[config.mk]
export PLATFORM = sky130hd
export DESIGN_NAME = fifo_rr_arbiter
export DESIGN_NICKNAME = d
export VERILOG_FILES = /design/src/rtl/fifo_rr_arbiter.sv
export SDC_FILE = /design/constraint.sdc
export NUM_CORES = 1
export LEC_CHECK = 0
export BUFFER_PORTS_ARGS = -buffer_cell sky130_fd_sc_hd__buf_2
export CAP_MARGIN = 25
export CORE_AREA = 2 2 205 207
export CTS_BUF_LIST = sky130_fd_sc_hd__clkbuf_8
export DETAILED_ROUTE_END_ITERATION = 7
export DIE_AREA = 0 0 207 209
export MAX_ROUTING_LAYER = met4
export PLACE_DENSITY_LB_ADDON = 0.12
export SLEW_MARGIN = 20
export SYNTH_ARGS = -nofsm -noshare
export SYNTH_HDL_FRONTEND = slang
export SYNTH_SLANG_ARGS = --single-unit
[constraint.sdc]
create_clock -name clk -period 2.8 [get_ports clk]
set_input_delay 0.28 -clock clk [delete_from_list [all_inputs] [get_ports clk]]
set_output_delay 0.28 -clock clk [all_outputs]
set_load 0.01 [all_outputs]
[src/rtl/fifo_rr_arbiter.sv]
// Round-robin arbiter with per-owner bursts feeding a FIFO write port.
// One registered output stage; downstream pushback freezes everything.
module fifo_rr_arbiter #(
  parameter int N     = 4,
  parameter int DW    = 104,
  parameter int BURST = 4
) (
  input  logic            clk,
  input  logic            reset,
  input  logic [N-1:0]    access_in,
  input  logic [N*DW-1:0] packet_in,
  output logic [N-1:0]    wait_out,
  output logic            access_out,
  output logic [DW-1:0]   packet_out,
  input  logic            wait_in
);

  localparam int PW = (N > 1) ? $clog2(N) : 1;

  localparam logic [0:0] ARB  = 1'b0;
  localparam logic [0:0] HOLD = 1'b1;

  logic [0:0]    state_q, state_d;
  logic [PW-1:0] owner_q, owner_d;
  logic [PW-1:0] ptr_q, ptr_d;
  logic [7:0]    cnt_q, cnt_d;
  logic          access_q, access_d;
  logic [DW-1:0] packet_q, packet_d;

  logic          grant;
  logic [PW-1:0] g;
  logic [7:0]    cnt_inc;

  function automatic logic [PW-1:0] inc_wrap(input logic [PW-1:0] v);
    if (int'(v) == N - 1) return '0;
    return v + 1'b1;
  endfunction

  // First requester at or after ptr, wrapping modulo N.
  function automatic logic [PW-1:0] rr_pick(
    input logic [N-1:0]  req,
    input logic [PW-1:0] p
  );
    logic          found;
    logic [PW-1:0] pick;
    int            idx;
    found = 1'b0;
    pick  = '0;
    for (int k = 0; k < N; k++) begin
      idx = int'(p) + k;
      if (idx >= N) idx = idx - N;
      if (!found && req[idx]) begin
        found = 1'b1;
        pick  = PW'(idx);
      end
    end
    return pick;
  endfunction

  always_comb begin
    state_d  = state_q;
    owner_d  = owner_q;
    ptr_d    = ptr_q;
    cnt_d    = cnt_q;
    access_d = access_q;
    packet_d = packet_q;
    cnt_inc  = cnt_q + 8'd1;

    if (state_q == ARB) begin
      g     = rr_pick(access_in, ptr_q);
      grant = |access_in;
    end else begin
      g     = owner_q;
      grant = access_in[owner_q];
    end

    if (!wait_in) begin
      access_d = grant;
      if (grant) packet_d = packet_in[int'(g)*DW +: DW];
      if (state_q == ARB) begin
        if (grant) begin
          owner_d = g;
          cnt_d   = 8'd1;
          if (BURST > 1) state_d = HOLD;
          else           ptr_d   = inc_wrap(g);
        end
      end else if (grant) begin
        cnt_d = cnt_inc;
        if (cnt_inc == 8'(BURST)) begin
          state_d = ARB;
          ptr_d   = inc_wrap(owner_q);
        end
      end else begin
        // Owner dropped out: release with a bubble cycle.
        state_d = ARB;
        ptr_d   = inc_wrap(owner_q);
      end
    end

    for (int i = 0; i < N; i++) begin
      wait_out[i] = wait_in |
                    (access_in[i] & ~(grant && (g == PW'(i))));
    end
  end

  always_ff @(posedge clk) begin
    if (reset) begin
      state_q  <= ARB;
      owner_q  <= '0;
      ptr_q    <= '0;
      cnt_q    <= '0;
      access_q <= 1'b0;
      packet_q <= '0;
    end else begin
      state_q  <= state_d;
      owner_q  <= owner_d;
      ptr_q    <= ptr_d;
      cnt_q    <= cnt_d;
      access_q <= access_d;
      packet_q <= packet_d;
    end
  end

  assign access_out = access_q;
  assign packet_out = packet_q;

endmodule
==> results.tsv, run 1 <==
stage	metric	value	unit
worst_hold_path	hp-start	wait_in	
cells_and_area	nets	1873	
sta	timing.hold.ws	0.143	ns
worst_hold_path	whs_endpoint	state_q$_SDFFE_PP0N_	
cts	insertion_delay	0.47	ns
grt	grt_use_met2	34.8	%
placed_design	place.port_buffers	531	
drt	wl	47700	microns
critical_path	r2r_cells	7	
drt	viasPerCell	5.69	
sta	period_needed	2.60	ns
floorplanning	initial_core_util	25.0	%
synthesis	synth_cell_types	48	
sta	worst_pin_slew	0.787	ns
cells_and_area	stdcell_count	2011	
cts	clock_sinks	118	
drt	vias	11500	
synthesis	yosysSeqAreaShare	22.9	%
drt	drt_drc_violations_left	0	
cells_and_area	syn2layout_area_growth	35.0	%
critical_path	cp_max_fo	21	
placed_design	place_inst	1967	
critical_path	start_kind	flop	
sta	finalClockSkew	0.0123	ns
critical_path	cp.required	2.52	ns
synthesis	synth_area_per_cell	10.3	sq um
cells_and_area	drive_above_1_share	48.6	%
synthesis	ys_seq_elements	118	
critical_path	crit_type	flop to output pin	
synthesis	ys_top_cells_by_area	mux4_2 23%, dfxtp_1 23%, mux2i_1 10%	
power_and_ir_drop	p_leak	6.83	nW
cells_and_area	utilization	33.8	%
sta	setup_viol	0	
cts	cts_buffer_depth	2	
drt	post_drt_wl_per_cell	23.7	microns
worst_hold_path	hold_depth	3	
drt	drtIter0Drc	871	
synthesis	synth_top_area_share	22.9	%
power_and_ir_drop	power_density	405	mW/mm^2
synthesis	syn-cell-area	0.0103	sq mm
floorplanning	io_pins	532	
placed_design	gp_congestion	0.860	
synthesis	synthFlopType	dfxtp_1	
sta	final.setup.tns	0	ns
floorplanning	die_w	207	microns
drt	dr.pass1.iters	5	
job	max_cap_viol_count	0	
status	status	finished clean	
floorplanning	rows	75	
sta	relSlewSlack	47.6	%
cts	h-tree-depth	4	
cts	clk_pin_slew	0.07	ns
critical_path	r2r-start	state_q$_SDFFE_PP0N_	
floorplanning	core	0.0413	sq mm
grt	busiest_layer	met2	
floorplanning	die_h	209	microns
critical_path	endpoint_kind	output pin	
sta	rsz0062_at_grt	false	
sta	fin_crit_sh	92.9	%
critical_path	crit_arrival	2.32	ns
critical_path	r2r-end	packet_out[82]$_SDFFE_PP0P_	
grt	first_global_vias	11500	
grt	grtUsageMet1	27.7	%
power_and_ir_drop	max-vdd-ir-drop	275	uV
grt	grt_first_pass_wirelength	72200	microns
cts	cts_hold_buf	0	
critical_path	crit_path_max_incr_delay	0.51	ns
cts	cts-root-buf	clkbuf_8	
cts	postCtsSetupBuffers	0	
synthesis	yosys_warnings	0	
grt	grt_max_degree	112	
synthesis	synth_cells	1001	
cts	cts_buffers	17	
synthesis	synth-edff-count	0	
synthesis	async_flop_share	0	%
sta	hold_violations	0	
grt	gr-total-overflow	0	
synthesis	syn_nets	1427	
placed_design	dpl.hpwl	33300	microns
drt	ant_nets	0	
floorplanning	die_area	0.0433	sq mm
grt	antenna_found_initial	13	
grt	grt_use_total	22.0	%
critical_path	rrSetupSlack	0.53	ns
critical_path	path_cells	and2_0 > mux4_2 > or2_2 > a21oi_1 > or2_1 > buf_2	
critical_path	cpMaxStageDelayCell	mux4_2	
sta	fmax	385	MHz
grt	grt_util_met3	5.46	%
synthesis	yosysTopAreaCell	mux4_2	
worst_hold_path	hold_path.class	input port to flop	
sta	drv_slew	0	
cts	cts_tree	yes	
cts	cts_resized	0	
final cells by class:
class	instances	area, sq um
Sequential cell	118	2370
Clock inverter	6	50.0
Timing Repair Buffer	561	3060
Clock buffer	25	344
Multi-Input combinational cell	743	7390
Inverter	6	27.5
Fill cell	4311	27300
Tap cell	539	674
Antenna cell	13	32.5
power by group:
group / leakage (nW) / total [W] / internal [W] / switching, W
Clock: 0.219 / 0.00162 / 0.000874 / 0.000750
Combinational: 5.63 / 0.00208 / 0.000977 / 0.00110
Sequential: 0.979 / 0.00195 / 0.00184 / 0.000104
Total: 6.83 / 0.00565 / 0.00369 / 0.00196
layer usage:
layer / part of all wire (%) / wire length, microns
met3: 7.2 / 3440
met4: 2.2 / 1060
met1: 42 / 19900
met5: 0 / 0
met2: 49 / 23200
state kept, by name, indices dropped and copies added, names as in the netlist:
| signal | count |
|---|---|
| ptr_q | 2 |
| state_q | 1 |
| cnt_q | 8 |
| owner_q | 2 |
| packet_out | 104 |
| access_out | 1 |
critical path, delay by kind of cell (launching register included):
family / cells / cell delay [ns]
flops: 1 / 0.45
compound gates: 1 / 0.12
mux: 1 / 0.51
simple gates: 3 / 0.64
buf+inv: 1 / 0.14
cell usage after synthesis (all sizes together) (3+ instances only):
master and count:
dfxtp 118, nor2 112, mux2i 105, mux4 105, a221oi 103, o211a 103
o221ai 103, buf 72, clkbuf 62, nand2 20, a21oi 17, o21ai 12
nor2b 8, inv 6, nand3 5, o22ai 5, nor3 4, a211oi 3
a21o 3, and2 3, and3 3, ha 3, or2 3, or3 3
layout by cell type, fill, tap and decap left out, drive strengths merged, types with 12 or more instances in the layout:
master	count
mux2i	105
o211a	103
mux4	105
diode	13
nor2	112
o221ai	103
nand2	20
a21oi	17
dfxtp	118
buf	561
a221oi	103
o21ai	12
clkbuf	25
worst max-delay path by stage:
stage,from,endpoint,slack [ns],cells past startpoint
5_1_grt,ptr_q[1]$_SDFFE_PP0P_,wait_out[3],0.05,8
2_1_floorplan,access_in[0],wait_out[1],0.79,10
3_3_place_gp,state_q$_SDFFE_PP0N_,packet_out[1]$_SDFFE_PP0P_,0.58,7
3_5_place_dp,state_q$_SDFFE_PP0N_,packet_out[2]$_SDFFE_PP0P_,0.57,7
6_report,state_q$_SDFFE_PP0N_,wait_out[1],0.20,6
4_1_cts,state_q$_SDFFE_PP0N_,wait_out[1],0.14,6
cells by family after synthesis:
group / count (synthesis) / share of synthesized area [%]
compound gates: 358 / 30.4
mux: 211 / 33.2
simple gates: 170 / 7.13
buf+inv: 140 / 6.05
flops: 118 / 22.9
fa+ha+maj: 3 / 0.363
xor+xnor: 1 / 0.0848
through the flow:
step           total power, W  cell area (sq um)  setup WS, ns
6_report              0.00565              14000         0.199
5_1_grt               0.00599              14000        0.0476
4_1_cts               0.00575              13900         0.140
3_5_place_dp          0.00408              13500         0.567
3_3_place_gp          0.00407              13500         0.579
2_1_floorplan         0.00316              10300         0.790
(Power assumes the default switching activity.)
==> run 2: changes to the inputs <==
--- a/config.mk
+++ b/config.mk
@@ -5,12 +5,12 @@
 export SDC_FILE = /design/constraint.sdc
 export NUM_CORES = 1
 export LEC_CHECK = 0
-export BUFFER_PORTS_ARGS = -buffer_cell sky130_fd_sc_hd__buf_2
 export CAP_MARGIN = 25
-export CORE_AREA = 2 2 205 207
+export CORE_AREA = 2 2 209 211
 export CTS_BUF_LIST = sky130_fd_sc_hd__clkbuf_8
 export DETAILED_ROUTE_END_ITERATION = 7
-export DIE_AREA = 0 0 207 209
+export DIE_AREA = 0 0 211 213
+export DONT_BUFFER_PORTS = 1
 export MAX_ROUTING_LAYER = met4
 export PLACE_DENSITY_LB_ADDON = 0.12
 export SLEW_MARGIN = 20
==> constraint.sdc (replaced) <==
create_clock -name clk -period 2.8 [get_ports clk]
set_input_delay 0 -clock clk [delete_from_list [all_inputs] [get_ports clk]]
set_output_delay 0 -clock clk [all_outputs]
set_load 0.01 [all_outputs]
==> run 2 against run 1 <==
  * Synthesized cell count unchanged
  * Synthesized area unchanged
  * The run now fails in clock tree synthesis (4_1_cts)
==> results.tsv, run 2 <==
stage	metric	value	unit	change
floorplanning	io_pins	532		unchanged
synthesis	synth-edff-count	0		unchanged
cts	cts-root-buf	clkbuf_8		
placed_design	pre_cts_slack	0.420	ns	-0.147 ns
cts	h-tree-depth	4		unchanged
synthesis	yosysTopAreaCell	mux4_2		
synthesis	ys_seq_elements	118		unchanged
cts	cts_buffer_depth	2		unchanged
cts	cts_resized	0		unchanged
cts	postCtsSetupBuffers	0		unchanged
synthesis	async_flop_share	0	%	unchanged
synthesis	ys_top_cells_by_area	mux4_2 23%, dfxtp_1 23%, mux2i_1 10%		
synthesis	synth_area_per_cell	10.3	sq um	unchanged
floorplanning	rows	76		+1.3%
synthesis	yosysSeqAreaShare	22.9	%	unchanged
placed_design	dpl.hpwl	31100	microns	-6.7%
synthesis	synth_top_area_share	22.9	%	unchanged
floorplanning	die_h	213	microns	+1.9%
cts	cts_buffers	17		unchanged
floorplanning	die_w	211	microns	+1.9%
synthesis	synth_commonest_cells	118 x dfxtp_1, 110 x nor2_1, 105 x mux2i_1, 105 x mux4_2		
status	lastStage	clock tree synthesis (4_1_cts)		
synthesis	synth_most_common_cell	dfxtp_1		
status	toolErrorMsg	[ERROR RSZ-0060] Max buffer count reached.		
placed_design	placedInstanceArea	0.0109	sq mm	-19%
placed_design	place.port_buffers	0		-100%
synthesis	syn_nets	1427		unchanged
synthesis	synth_cells	1001		unchanged
synthesis	synthFlopType	dfxtp_1		
floorplanning	initial_core_util	24.2	%	-0.82 points
synthesis	synth_cell_types	48		unchanged
synthesis	yosys_warnings	0		unchanged
placed_design	gp_congestion	0.799		-7.1%
synthesis	syn-cell-area	0.0103	sq mm	unchanged
cts	clock_sinks	118		unchanged
cts	cts_hold_buf	296		+296
status	status	did not finish		
run 2: per-stage QoR:
step | cells | hold WS, ns
after floorplan | 1001 | 0.102
after global placement | 1445 | 0.0637
after detailed placement | 1445 | 0.0658
run 2: cell families after synthesis:
kind of cell	Yosys count	share of synthesized area, %
simple gates	170	7.13
flops	118	22.9
mux	211	33.2
buf+inv	140	6.05
compound gates	358	30.4
xor+xnor	1	0.0848
fa+ha+maj	3	0.363
==> run 3: changes to the inputs <==
==> config.mk (replaced) <==
export PLATFORM = sky130hd
export DESIGN_NAME = fifo_rr_arbiter
export DESIGN_NICKNAME = d
export VERILOG_FILES = /design/src/rtl/fifo_rr_arbiter.sv
export SDC_FILE = /design/constraint.sdc
export NUM_CORES = 1
export LEC_CHECK = 0
export CAP_MARGIN = 25
export CORE_AREA = 2 2 207 209
export DETAILED_ROUTE_END_ITERATION = 7
export DIE_AREA = 0 0 209 211
export DONT_BUFFER_PORTS = 1
export PLACE_DENSITY_LB_ADDON = 0.15
export SLEW_MARGIN = 20
export SYNTH_ARGS = -nofsm -noshare
export SYNTH_HDL_FRONTEND = slang
export SYNTH_SLANG_ARGS = --single-unit
==> run 3 against run 2 <==
  * Synthesized area unchanged
  * Synthesized cell count unchanged
  * The flow again stops in clock tree synthesis (4_1_cts)
==> results.tsv, run 3 <==
stage	metric	value	unit	change
status	status	did not finish		
status	lastStage	clock tree synthesis (4_1_cts)		
status	toolErrorMsg	[ERROR RSZ-0060] Max buffer count reached.		
cts	postCtsSetupBuffers	0		unchanged
synthesis	synth_top_area_share	22.9	%	unchanged
placed_design	placedInstanceArea	0.0109	sq mm	-0.42%
floorplanning	initial_core_util	24.7	%	+0.54 points
synthesis	synth_area_per_cell	10.3	sq um	unchanged
synthesis	yosysSeqAreaShare	22.9	%	unchanged
synthesis	yosys_warnings	0		unchanged
cts	clock_sinks	118		unchanged
cts	cts_hold_buf	296		unchanged
synthesis	syn-cell-area	0.0103	sq mm	unchanged
floorplanning	rows	75		-1.3%
placed_design	dpl.hpwl	32000	microns	+3.0%
cts	h-tree-depth	4		unchanged
synthesis	synth_commonest_cells	118 x dfxtp_1, 110 x nor2_1, 105 x mux2i_1, 105 x mux4_2		
synthesis	synthFlopType	dfxtp_1		
synthesis	syn_nets	1427		unchanged
floorplanning	die_w	209	microns	-0.95%
synthesis	yosysTopAreaCell	mux4_2		
synthesis	async_flop_share	0	%	unchanged
synthesis	ys_seq_elements	118		unchanged
placed_design	place.port_buffers	0		unchanged
floorplanning	die_h	211	microns	-0.94%
synthesis	ys_top_cells_by_area	mux4_2 23%, dfxtp_1 23%, mux2i_1 10%		
floorplanning	io_pins	532		unchanged
synthesis	synth_cells	1001		unchanged
synthesis	synth_most_common_cell	dfxtp_1		
synthesis	synth_cell_types	48		unchanged
cts	cts_buffer_depth	2		unchanged
cts	cts-root-buf	clkbuf_16		
cts	cts_buffers	17		unchanged
synthesis	synth-edff-count	0		unchanged
placed_design	gp_congestion	0.797		-0.26%
cts	cts_resized	1		+1
[run 3: cell counts after synthesis]
Identical to the previous run, type by type.
[run 3: per-stage QoR]
step / utilization (%) / std cells / setup slack, ns
detailed placement: 26.0 / 1443 / 0.161
global placement: 26.0 / 1443 / 0.222
floorplan: - / 1001 / 0.902
[run 3: cells by family after synthesis]
kind of cell	after synthesis	synth area share [%]
compound gates	358	30.4
mux	211	33.2
simple gates	170	7.13
buf+inv	140	6.05
flops	118	22.9
fa+ha+maj	3	0.363
xor+xnor	1	0.0848
